### src/rtl/compressed_adder_seq.sv
`default_nettype none
// ============================================================================
// Module : compressed_adder_seq
// Streaming controller for one 20-bit compressed_adder slice; chains carry
// across beats (LS beat first). Option macro COMPRESSED_ADDER_SEQ_SUB_EN adds
// the s_sub port for per-packet A - B.
// Rev    : 1.0
// ============================================================================
module compressed_adder_seq #(
  parameter int W         = 20,
  parameter int MAX_BEATS = 16
) (
  input  logic           clk,
  input  logic           rst_n,
  input  logic           s_valid,
  output logic           s_ready,
  input  logic [W-1:0]   s_a,
  input  logic [W-1:0]   s_b,
  input  logic           s_last,
`ifdef COMPRESSED_ADDER_SEQ_SUB_EN
  input  logic           s_sub,
`endif
  output logic           m_valid,
  input  logic           m_ready,
  output logic [W-1:0]   m_sum,
  output logic           m_last,
  output logic           m_cout,
  output logic           m_err,
  output logic [W-1:0]   add_a,
  output logic [W-1:0]   add_b,
  output logic [W/2-1:0] add_gc,
  output logic           add_cin,
  input  logic [W-1:0]   add_sum
);

  localparam int CNT_W = $clog2(MAX_BEATS + 1);
  localparam logic [0:0] S_IDLE = 1'b0;
  localparam logic [0:0] S_BUSY = 1'b1;

  logic [0:0]     r_state, w_state_nxt;
  logic           r_s_valid, r_s_last, r_o_valid, r_carry;
  logic [W-1:0]   r_s_a, r_s_b;
  logic [CNT_W-1:0] r_beat_cnt;
  logic           w_xfer, w_accept, w_forced, w_end, w_first;
  logic           w_sub, w_sub_in;
  logic [W/2-1:0] w_g, w_p;

  assign w_xfer   = r_s_valid && (!r_o_valid || m_ready);
  assign s_ready  = !r_s_valid || w_xfer;
  assign w_accept = s_valid && s_ready;
  assign w_forced = !r_s_last && (r_beat_cnt == CNT_W'(MAX_BEATS - 1));
  assign w_end    = r_s_last || w_forced;
  assign m_valid  = r_o_valid;

`ifdef COMPRESSED_ADDER_SEQ_SUB_EN
  logic r_sub;
  assign w_sub_in = s_sub;
  assign w_sub    = r_sub;
  // Mode is latched with a packet's first beat and applies to every beat in S.
  always_ff @(posedge clk or negedge rst_n) begin
    if (!rst_n)                   r_sub <= 1'b0;
    else if (w_accept && w_first) r_sub <= s_sub;
  end
`else
  assign w_sub_in = 1'b0;
  assign w_sub    = 1'b0;
`endif

  assign add_a   = r_s_a;
  assign add_b   = w_sub ? ~r_s_b : r_s_b;
  assign add_cin = r_carry;

  for (genvar gi = 0; gi < W/2; gi++) begin : g_grp
    assign w_g[gi] = (add_a[2*gi+1] & add_b[2*gi+1]) |
                     ((add_a[2*gi+1] ^ add_b[2*gi+1]) & add_a[2*gi] & add_b[2*gi]);
    assign w_p[gi] = (add_a[2*gi+1] ^ add_b[2*gi+1]) & (add_a[2*gi] ^ add_b[2*gi]);
  end

  always_comb begin
    logic v_c;
    v_c    = r_carry;
    add_gc = '0;
    for (int i = 0; i < W/2; i++) begin
      v_c       = w_g[i] | (w_p[i] & v_c);
      add_gc[i] = v_c;
    end
  end

  always_ff @(posedge clk or negedge rst_n) begin
    if (!rst_n) r_state <= S_IDLE;
    else        r_state <= w_state_nxt;
  end

  always_comb begin
    w_state_nxt = r_state;
    if (w_xfer && w_end) w_state_nxt = S_IDLE;
    if (w_accept)        w_state_nxt = S_BUSY;
  end

  // A beat opens a packet when nothing is in flight or its predecessor closes now.
  always_comb begin
    w_first = (r_state == S_IDLE) || (w_xfer && w_end);
  end

  always_ff @(posedge clk or negedge rst_n) begin
    if (!rst_n) begin
      r_s_valid <= 1'b0;
      r_s_last  <= 1'b0;
      r_s_a     <= '0;
      r_s_b     <= '0;
    end else if (w_accept) begin
      r_s_valid <= 1'b1;
      r_s_last  <= s_last;
      r_s_a     <= s_a;
      r_s_b     <= s_b;
    end else if (w_xfer) begin
      r_s_valid <= 1'b0;
    end
  end

  always_ff @(posedge clk or negedge rst_n) begin
    if (!rst_n)                   r_carry <= 1'b0;
    else if (w_accept && w_first) r_carry <= w_sub_in;
    else if (w_xfer)              r_carry <= w_end ? w_sub : add_gc[W/2-1];
  end

  always_ff @(posedge clk or negedge rst_n) begin
    if (!rst_n)      r_beat_cnt <= '0;
    else if (w_xfer) r_beat_cnt <= w_end ? '0 : r_beat_cnt + CNT_W'(1);
  end

  always_ff @(posedge clk or negedge rst_n) begin
    if (!rst_n) begin
      r_o_valid <= 1'b0;
      m_sum     <= '0;
      m_last    <= 1'b0;
      m_cout    <= 1'b0;
      m_err     <= 1'b0;
    end else if (w_xfer) begin
      r_o_valid <= 1'b1;
      m_sum     <= add_sum;
      m_last    <= w_end;
      m_cout    <= add_gc[W/2-1];
      m_err     <= w_forced;
    end else if (m_ready) begin
      r_o_valid <= 1'b0;
    end
  end

endmodule
`default_nettype wire
### config.mk
export PLATFORM = sky130hd
export DESIGN_NAME = compressed_adder_seq
export DESIGN_NICKNAME = d
export VERILOG_FILES = /design/src/rtl/compressed_adder_seq.sv
export SDC_FILE = /design/constraint.sdc
export NUM_CORES = 1
export LEC_CHECK = 0
export ABC_CLOCK_PERIOD_IN_PS = 3300
export BUFFER_PORTS_ARGS = -buffer_cell sky130_fd_sc_hd__buf_4
export CAP_MARGIN = 20
export CELL_PAD_IN_SITES_DETAIL_PLACEMENT = 1
export CELL_PAD_IN_SITES_GLOBAL_PLACEMENT = 1
export CORE_ASPECT_RATIO = 0.8
export CORE_MARGIN = 4
export CORE_UTILIZATION = 36
export CTS_CLUSTER_SIZE = 28
export DETAILED_ROUTE_END_ITERATION = 6
export MAX_ROUTING_LAYER = met4
export PLACE_DENSITY_LB_ADDON = 0.12
export SLEW_MARGIN = 10
export SYNTH_ARGS = -nofsm -noshare
export SYNTH_HDL_FRONTEND = slang
export SYNTH_SLANG_ARGS = --single-unit
### constraint.sdc
create_clock -name clk -period 3.3 [get_ports clk]
set_input_delay 0.99 -clock clk [delete_from_list [all_inputs] [get_ports clk]]
set_output_delay 0.99 -clock clk [all_outputs]
set_load 0.1 [all_outputs]
==> run summary, run 1 <==
CTS tree: yes
Ratio of cells with drive above 1 in the final layout: 55.9%
Result of the run: finished, violations left
Share of total power consumed by net switching: 48.3%
Pre-antenna DRT Iters: 4
Int Power: 2.34 mW
Fin. max-slew vios: 0
Top FF cell, synth: dfrtp_1
Final cell count without fillers: 566
Final critical-path share of the clock period: 109%
Post-synthesis cell type count: 34
Crit Path Class: reg2out
Relative contribution of sequential cells to total power: 26.1%
Number of nets in the synthesized netlist: 368
Number of vias in the routed layout: 2788
Maximum capacitance violations: 0
Tot Pwr: 4.54 mW
Count of yosys warnings during synthesis: 0
Relative slew slack: 37.8%
Root cell of the clock tree: clkbuf_16
Top area cells in the synthesized netlist: dfrtp_1 (56%), mux2_2 (14%), nand2_1 (8.7%)
Final worst clock skew: 0.00913 ns
Total number of H-tree levels: 3
Switching component of the power: 2.19 mW
PD cells: 880 mW/mm²
HPWL after detailed placement: 7140 µm
Worst Setup End Kind: output pin
Largest delay contributor family on the critical path: compound AO/OA/AOI/OAI gates
Most numerous cell on the critical path: a21oi_4
Ordered cell list for the critical path: ha_4, a31o_1, maj3_2, a2111o_1, a21o_4, a21oi_4, a21oi_4, buf_12
Num rows: 30
Most area-hungry cell type in the Yosys netlist: dfrtp_1
DRC errors left: 0
Maximum net fanout on the critical path: 3
Post-synth top cells: nand2_1 (76), dfrtp_1 (73), mux2_2 (41)
I/O Buffers: 140
Sequential share of the synthesized area: 55.9%
Reg clk slew, reported paths: 0.06 ns
Maximum clock rate: 279 MHz
EDFF count, synth: 0
Inserted Diodes: 0
Width of the die: 114 µm
Clock latency at the later pin of the worst-skew pair: 0.33 ns
Final #Nets: 526
Time the final worst path needs with I/O delays and setup: 3.58 ns
Number of buffers added by the clock tree synthesis step: 9
Critical register-to-register path startpoint: add_a[7]
Worst setup timing slack at the placement stage: -0.0937 ns
Setup repair after global routing missed its margin: true
Number of antenna violations at the first check in global routing: 0
Sum of overflow across all layers after global routing: 0
Post-cts hold buffer count: 0
Worst Setup Slack, final: -0.285 ns
Maximum resistive drop on vdd: 0.396 mV
Mean Syn Cell Area: 11.2 µm²
Iter 0 DRT Violations: 85
Total of fill cells in the finished design: 929
GRT Overall Usage: 19.3%
Mapped Cells: 291
Sequential standard cell area: 0.00187 mm²
Num Clock Sinks: 73
Combinational share of power: 51.8%
Arrival @ worst endpoint: 2.59 ns
Final Wtd Congestion: 0.796
Startpoint Class: register
Via count of the first global-routing pass: 3042
Setup Viol. Count Final: 7
Post-route antenna net violation count: 0
Number of hold violations in the final report: 0
LEAKAGE: 2.46 nW
Mapped cell area: 0.00327 mm²
Area growth, synth to finish: 57.8%
Start point of the critical path: add_a[7]
Slowest stage cell, crit path: dfrtp_4
Floorplan die height: 93.2 µm
Start point of the worst hold path: m_sum[4]
Core box area: 0.00867 mm²
Count of placed standard cells including taps: 542
Count of boundary I/O pins: 141
Starting Density: 37.7%
First-pass GRT wire length: 15800 µm
Utilization after layout: 59.4%
Failing checks: setup timing
Buffer depth of the longest clock path: 2
Wire length reported by the detailed router: 9910 µm
Most numerous cell in the Yosys netlist: nand2_1
Share of the synthesized area in the top cell type: 55.9%
Full die area: 0.0107 mm²
Area of combinational cells with multiple inputs: 0.00153 mm²
Hold Path Class: reg2reg
Maximum single-stage delay on the critical path: 0.49 ns
Number of storage elements in the synthesis netlist: 73
Wirelength per Cell: 17.5 µm
Buf/Inv on CP: 1
Clock network fraction of total power: 22.1%
Maximum number of pins on one net before global-route repair: 74
Ratio of routed vias to standard cells: 4.93
Worst Tran Pin Value: 0.933 ns
Share of async-settable or async-resettable flops after synthesis: 100%
Critical path data required time: 2.31 ns
[cells by family (layout without fill, tap and decap cells)]
| family | count (synthesis) | after routing | share of synthesized area [%] |
|---|---|---|---|
| simple gates | 101 | 101 | 13.0 |
| mux | 41 | 41 | 14.1 |
| compound gates | 40 | 40 | 7.85 |
| xor+xnor | 6 | 6 | 1.61 |
| flops | 73 | 73 | 55.9 |
| fa+ha+maj | 16 | 16 | 5.90 |
| buf+inv | 14 | 177 | 1.61 |
[timing repair]
item	4_1_cts	5_1_grt
gates resized for setup	23	7
setup buffers	3	5
pin swaps	8	4
endpoints found under the setup margin	7	7
[state kept, by name (all words and copies together) (netlist names)]
signal and cells:
r_state 1, m_err 1, m_sum 20, r_s_valid 1, r_s_last 1, r_beat_cnt 5, m_last 1, add_cin 1
add_a 20, m_cout 1, m_valid 1, add_b 20
[metrics by stage]
step | TNS, ns | hold slack, ns | instance area (µm²)
floorplan | -2.17 | 0.465 | 3430
global placement | -0.100 | 0.460 | 4660
detailed placement | -0.259 | 0.471 | 4660
CTS | -2.05 | 0.486 | 5080
global route | -2.08 | 0.509 | 5150
finish | -1.60 | 0.479 | 5150
[final cells by class]
cell class	count	area share (%)
Multi-Input combinational cell	204	29.7
Clock buffer	12	4.98
Inverter	4	0.437
Clock inverter	4	1.02
Timing Repair Buffer	157	24.9
Tap cell	112	2.72
Sequential cell	73	36.2
[final timing paths]
| path | end | slack, ns | cells after the start |
|---|---|---|---|
| worst min-delay path | m_sum[4] | 0.48 | 2 |
| worst max register to register | add_cin | 0.89 | 8 |
| max in group asynchronous | add_cin | 1.79 | 1 |
| worst max-delay path | add_gc[9] | -0.28 | 8 |
| min in group asynchronous | m_sum[7] | 0.81 | 1 |
| worst min register to register | m_sum[4] | 0.48 | 2 |
[tightest hold or removal path, stage by stage, from the launching register on]
cell,delay [ns]
dfrtp_1,0.34
nand2_1,0.05
nand2_1,0.06
[routing by layer]
layer  up-vias  part of all wire, %  GRT usage, %
met1      1393                   42          24.3
met4         0                 0.83          4.85
met5         -                    0             -
met2        74                   52          31.9
li1       1313                    -             -
met3         8                  5.0          4.01
[cells in the final DEF, fill, tap and decap left out, drive strengths merged, types with 6 or more instances in the layout]
cell type	count
nand2b	6
ha	12
mux2	41
buf	157
a21oi	7
nand2	76
clkbuf	12
o21ai	15
dfrtp	73
nor2	6
[power by group through the flow]
stage / clock [mW] / sequential (mW) / combinational (mW)
CTS: 1.03 / 1.18 / 2.30
detailed placement: 0 / 1.20 / 2.17
finish: 1.00 / 1.18 / 2.35
global placement: 0 / 1.19 / 2.14
global route: 1.06 / 1.21 / 2.45
floorplan: 0 / 2.08 / 0.773
No activity file was read; power rests on OpenSTA's default activity.
==> run 2: changes to the inputs <==
Settings changed: CORE_ASPECT_RATIO 0.8 to unset.
==> run 2 against run 1 <==
Against the previous run:
- the run still ends with setup timing left
- worst setup slack worse by 0.033 ns
- sequential cell count stayed put
- final cell count is 1.2% lower
- sequential share of layout area is 0.83 points higher
- clock power is 22% lower
- core utilization is 1.9 points lower
- total power is 6.0% lower
- routed wire length is 4.9% lower
- critical path type unchanged
- highest routed layer unchanged
==> run summary, run 2 (same netlist as run 1, synthesis figures left out) <==
Post-route antenna net violation count: 0 (unchanged)
Worst Setup Slack, final: -0.317 ns (-0.0327 ns)
Ratio of routed vias to standard cells: 4.99 (+1.3%)
Arrival @ worst endpoint: 2.63 ns (+0.04 ns)
Crit Path Class: reg2out
Iter 0 DRT Violations: 27 (-68%)
Slowest stage cell, crit path: dfrtp_4
Maximum single-stage delay on the critical path: 0.49 ns (about the same)
Inserted Diodes: 0 (unchanged)
Worst Tran Pin Value: 0.577 ns (-0.356 ns)
Maximum number of pins on one net before global-route repair: 40 (-46%)
Floorplan die height: 103 µm (+11%)
Total number of H-tree levels: 3 (unchanged)
HPWL after detailed placement: 7140 µm (about the same)
Number of vias in the routed layout: 2790 (+0.072%)
Number of antenna violations at the first check in global routing: 0 (unchanged)
Core box area: 0.00876 mm² (+1.1%)
Ratio of cells with drive above 1 in the final layout: 55.9% (-0.071 points)
Final worst clock skew: 0.00873 ns (-0.000392 ns)
Full die area: 0.0107 mm² (about the same)
Via count of the first global-routing pass: 2990 (-1.7%)
Utilization after layout: 57.5% (-1.9 points)
Result of the run: finished, violations left
First-pass GRT wire length: 14700 µm (-7.1%)
Time the final worst path needs with I/O delays and setup: 3.62 ns (+0.0327 ns)
Num Clock Sinks: 73 (unchanged)
Most numerous cell on the critical path: a21oi_4
Number of buffers added by the clock tree synthesis step: 9 (unchanged)
Clock latency at the later pin of the worst-skew pair: 0.34 ns (about the same)
Ordered cell list for the critical path: ha_4, a31o_1, maj3_2, a2111o_1, a21o_4, a21oi_4, a21oi_4, buf_12
Worst Setup End Kind: output pin
GRT Overall Usage: 18.3% (-0.94 points)
LEAKAGE: 2.41 nW (-1.9%)
Final #Nets: 524 (-0.38%)
Sum of overflow across all layers after global routing: 0 (unchanged)
Num rows: 34 (+13%)
Starting Density: 37.3% (-0.40 points)
Hold Path Class: reg2reg
Width of the die: 103 µm (-9.8%)
Critical register-to-register path startpoint: add_b[7]
Failing checks: setup timing
Largest delay contributor family on the critical path: compound AO/OA/AOI/OAI gates
CTS tree: yes
Maximum net fanout on the critical path: 3 (unchanged)
Maximum capacitance violations: 0 (unchanged)
PD cells: 846 mW/mm² (-3.9%)
Reg clk slew, reported paths: 0.08 ns (+0.02 ns)
Startpoint Class: register
Tot Pwr: 4.26 mW (-6.0%)
Wirelength per Cell: 16.9 µm (-3.7%)
Root cell of the clock tree: clkbuf_8
Maximum clock rate: 276 MHz (-0.90%)
Buf/Inv on CP: 1 (unchanged)
Final hold slack: 0.483 ns (+0.00394 ns)
Buffer depth of the longest clock path: 2 (unchanged)
Final critical-path share of the clock period: 110% (+0.99 points)
Most common cell after layout, fill and taps aside: buf_4
DRC errors left: 0 (unchanged)
Fin. max-slew vios: 0 (unchanged)
Pre-antenna DRT Iters: 4 (unchanged)
I/O Buffers: 140 (unchanged)
Setup repair after global routing missed its margin: true
Area growth, synth to finish: 54.3%
Worst setup timing slack at the placement stage: -0.0605 ns (+0.0332 ns)
Setup Viol. Count Final: 7 (unchanged)
Final Wtd Congestion: 0.785 (-1.4%)
Critical path data required time: 2.31 ns (about the same)
Most frequent cells in the layout: buf_4 (147), nand2_1 (74), dfrtp_1 (54), mux2_2 (41)
Maximum resistive drop on vdd: 0.376 mV (-5.0%)
Relative slew slack: 61.4% (+24 points)
Start point of the critical path: add_b[7]
Setup TNS after final layout: -1.49 ns (+0.113 ns)
Wire length reported by the detailed router: 9420 µm (-4.9%)
Number of hold violations in the final report: 0 (unchanged)
Start point of the worst hold path: m_sum[4]
Count of boundary I/O pins: 141 (unchanged)
## run 2: cell types whose count changed in the layout (fill, tap and decap cells not counted), sizes merged
cell | previous run | this run
buf | 157 | 155
bufinv | 1 | 2
clkbuf | 12 | 10
clkinv | 0 | 1
clkinvlp | 3 | 2
## run 2: final timing paths
check                            end  depth (start not counted)  slack, ns
setup reg to reg              m_cout                          8       0.89
setup / recovery           add_gc[9]                          8      -0.32
min in group asynchronous   add_a[3]                          1       0.60
hold reg to reg             m_sum[4]                          2       0.48
max in group asynchronous  m_sum[17]                          2       2.02
hold / removal              m_sum[4]                          2       0.48
## run 2: per-layer routing
layer / up-vias / track usage, % / share of wire [%]
met2: 90 / 32.1 / 53
met3: 12 / 4.56 / 6.9
met1: 1383 / 20.7 / 39
met4: 0 / 5.68 / 1.3
li1: 1305 / - / -
met5: - / - / 0
## run 2: cell type report
cell class | count | area [µm²]
clock buffers | 10 | 138
well taps | 108 | 135
flip-flops and latches | 73 | 1870
fillers | 959 | 3720
multi-input cells | 204 | 1530
repair buffers | 155 | 1260
inverters | 4 | 22.5
clock inverters | 5 | 80.1
## run 2: repair_timing
| item | CTS | global route |
|---|---|---|
| gates resized for setup | 20 | 8 |
| endpoints found under the setup margin | 7 | 7 |
| buffers inserted | 2 | 0 |
| hold buffers | 0 | 0 |
| pin swaps | 8 | 2 |
## run 2: metrics by stage
| stage | instances | instance area (µm²) |
|---|---|---|
| after floorplan | 291 | 3430 |
| after global placement | 542 | 4690 |
| after detailed placement | 542 | 4690 |
| after CTS | 559 | 5010 |
| after global routing | 559 | 5040 |
| final | 559 | 5040 |
## run 2: power by group
| part | total [mW] | switching [mW] | internal (mW) |
|---|---|---|---|
| sequential | 1.18 | 0.127 | 1.05 |
| clock | 0.779 | 0.338 | 0.441 |
| combinational | 2.31 | 1.67 | 0.638 |
| total | 4.26 | 2.13 | 2.13 |
## run 2: tightest hold or removal path, stage by stage (launching register included)
cell and delay (ns):
dfrtp_1 0.35, nand2_1 0.05, nand2_1 0.05
==> run 3: changes to the inputs <==
Settings changed: ABC_CLOCK_PERIOD_IN_PS 3300 to 4200, CORE_UTILIZATION 36 to 38.
Clock period 3.3 ns to 4.2 ns, I/O delays scaled along.
==> run 3 against run 2 <==
Against the previous run:
- the flow now finishes without violations
- worst hold slack worse by 0.0055 ns
- critical path depth unchanged
- clock skew up 0.0024 ns
- critical endpoint unchanged
- largest power group unchanged
- non-clock buffer count down 13
==> run summary, run 3 (same netlist as run 1, synthesis figures left out) <==
Result of the run: complete, no violations
Most common cell after layout, fill and taps aside: buf_4
Width of the die: 101 µm (-2.5%)
Final Wtd Congestion: 0.769 (-2.1%)
Start point of the worst hold path: m_sum[19]
Most frequent cells in the layout: buf_4 (142), nand2_1 (75), dfrtp_1 (62), mux2_2 (41), o21ai_0 (13)
Post-cts hold buffer count: 0 (unchanged)
Inserted Diodes: 0 (unchanged)
Worst setup timing slack at the placement stage: 0.483 ns (+0.543 ns)
Critical path destination: add_gc[9]
Int Power: 1.56 mW (-27%)
Relative slew slack: 31.0% (-30 points)
Maximum net fanout on the critical path: 3 (unchanged)
DRC errors left: 0 (unchanged)
Arrival @ worst endpoint: 2.82 ns (+0.19 ns)
Pre-antenna DRT Iters: 4 (unchanged)
Wire length reported by the detailed router: 9060 µm (-3.9%)
Clock latency at the later pin of the worst-skew pair: 0.34 ns (about the same)
Clock network fraction of total power: 19.6% (+1.3 points)
First-pass GRT wire length: 14400 µm (-1.6%)
Ratio of cells with drive above 1 in the final layout: 51.0% (-4.9 points)
Start point of the critical path: add_a[7]
Hold Path Class: reg2reg
Final critical-path share of the clock period: 97.1%
Maximum capacitance violations: 0 (unchanged)
I/O Buffers: 140 (unchanged)
PD cells: 671 mW/mm² (-21%)
Num rows: 33 (-2.9%)
Setup repair after global routing missed its margin: true
Worst Setup End Kind: output pin
Number of hold violations in the final report: 0 (unchanged)
Worst Tran Pin Value: 1.03 ns (+0.454 ns)
Total of fill cells in the finished design: 929 (-3.1%)
Worst-case register-to-register setup slack: 1.80 ns (+0.91 ns)
Final cell count without fillers: 544 (-2.7%)
Sequential standard cell area: 0.00185 mm² (-0.94%)
Switching component of the power: 1.63 mW (-23%)
GRT Overall Usage: 18.7% (+0.39 points)
Number of gates resized after CTS: 0 (-100%)
Maximum clock rate: 245 MHz
Critical path data required time: 2.94 ns (+0.63 ns)
HPWL after detailed placement: 6830 µm (-4.4%)
Setup Viol. Count Final: 0 (-7)
Buffer depth of the longest clock path: 2 (unchanged)
LEAKAGE: 2.33 nW (-3.7%)
CTS tree: yes
Path depth of the worst reg2reg path: 7 (-1)
Area of combinational cells with multiple inputs: 0.00146 mm² (-4.4%)
Postcts setup bufs: 0 (-2)
Starting Density: 39.3% (+2.1 points)
Worst Setup Slack, final: 0.120 ns (+0.438 ns)
Wirelength per Cell: 16.6 µm (-1.2%)
Share of total power consumed by net switching: 51.2% (+1.1 points)
Time the final worst path needs with I/O delays and setup: 4.08 ns
Final worst clock skew: 0.0112 ns (+0.00245 ns)
Count of placed standard cells including taps: 528 (-2.6%)
Reg2reg end: add_cin
Root cell of the clock tree: clkbuf_8
Ratio of routed vias to standard cells: 4.96 (-0.67%)
Relative contribution of sequential cells to total power: 28.9% (+1.3 points)
Via count of the first global-routing pass: 2941 (-1.6%)
Core box area: 0.00830 mm² (-5.3%)
Fin. max-slew vios: 0 (unchanged)
Utilization after layout: 57.3% (-0.21 points)
Count of boundary I/O pins: 141 (unchanged)
Maximum number of pins on one net before global-route repair: 74 (+85%)
Floorplan die height: 101 µm (-2.5%)
Area growth, synth to finish: 45.6%
Maximum resistive drop on vdd: 0.272 mV (-28%)
Sum of overflow across all layers after global routing: 0 (unchanged)
Combinational share of power: 51.5% (-2.6 points)
Total number of H-tree levels: 3 (unchanged)
Post-route antenna net violation count: 0 (unchanged)
Final #Nets: 511 (-2.5%)
Reg clk slew, reported paths: 0.08 ns (about the same)
Number of buffers added by the clock tree synthesis step: 9 (unchanged)
Number of vias in the routed layout: 2697 (-3.3%)
Iter 0 DRT Violations: 24 (-11%)
Num Clock Sinks: 73 (unchanged)
Full die area: 0.0101 mm² (-4.9%)
Startpoint Class: register
Number of antenna violations at the first check in global routing: 0 (unchanged)
Crit Path Class: reg2out
Critical register-to-register path startpoint: add_a[7]
[run 3: critical path, stage by stage (launching register included)]
cell,delay (ns)
dfrtp_2,0.42
ha_1,0.34
a31o_1,0.26
maj3_2,0.33
a2111o_1,0.41
a21o_1,0.20
a21oi_1,0.21
a21oi_2,0.07
buf_4,0.24
[run 3: worst min path at each step]
stage / to / slack, ns / depth (start not counted)
after floorplan: r_beat_cnt[1] / 0.46 / 2
after global placement: m_sum[0] / 0.46 / 2
after detailed placement: m_sum[6] / 0.46 / 2
after CTS: m_sum[6] / 0.48 / 2
after global routing: m_sum[6] / 0.51 / 2
final: m_sum[19] / 0.48 / 2
[run 3: metal layers]
metal / GRT usage, % / vias up / part of all wire (%)
met5: - / - / 0
met4: 5.91 / 0 / 1.4
met3: 5.54 / 12 / 7.5
met2: 30.6 / 96 / 50
met1: 22.3 / 1304 / 41
li1: - / 1285 / -
[run 3: final cells by class]
class	instances	share of cell area [%]
clock buffers	10	2.89
inverters	4	0.316
clock inverters	6	1.89
flip-flops and latches	73	38.9
multi-input cells	204	30.8
repair buffers	142	22.4
well taps	105	2.76
[run 3: power by group through the flow]
stage	clock (mW)	combinational [mW]	sequential, mW
final	0.625	1.65	0.923
after global routing	0.682	1.72	0.940
after CTS	0.647	1.66	0.923
after detailed placement	0	1.66	0.934
after global placement	0	1.63	0.927
after floorplan	0	0.575	1.62
[run 3: through the flow]
step           area, µm²  power, mW  TNS (ns)  hold WS (ns)
5_1_grt             4750       3.34   -0.0256         0.511
4_1_cts             4750       3.23         0         0.484
6_report            4750       3.19         0         0.477
3_3_place_gp        4530       2.56         0         0.458
2_1_floorplan       3360       2.20         0         0.465
3_5_place_dp        4530       2.59         0         0.464
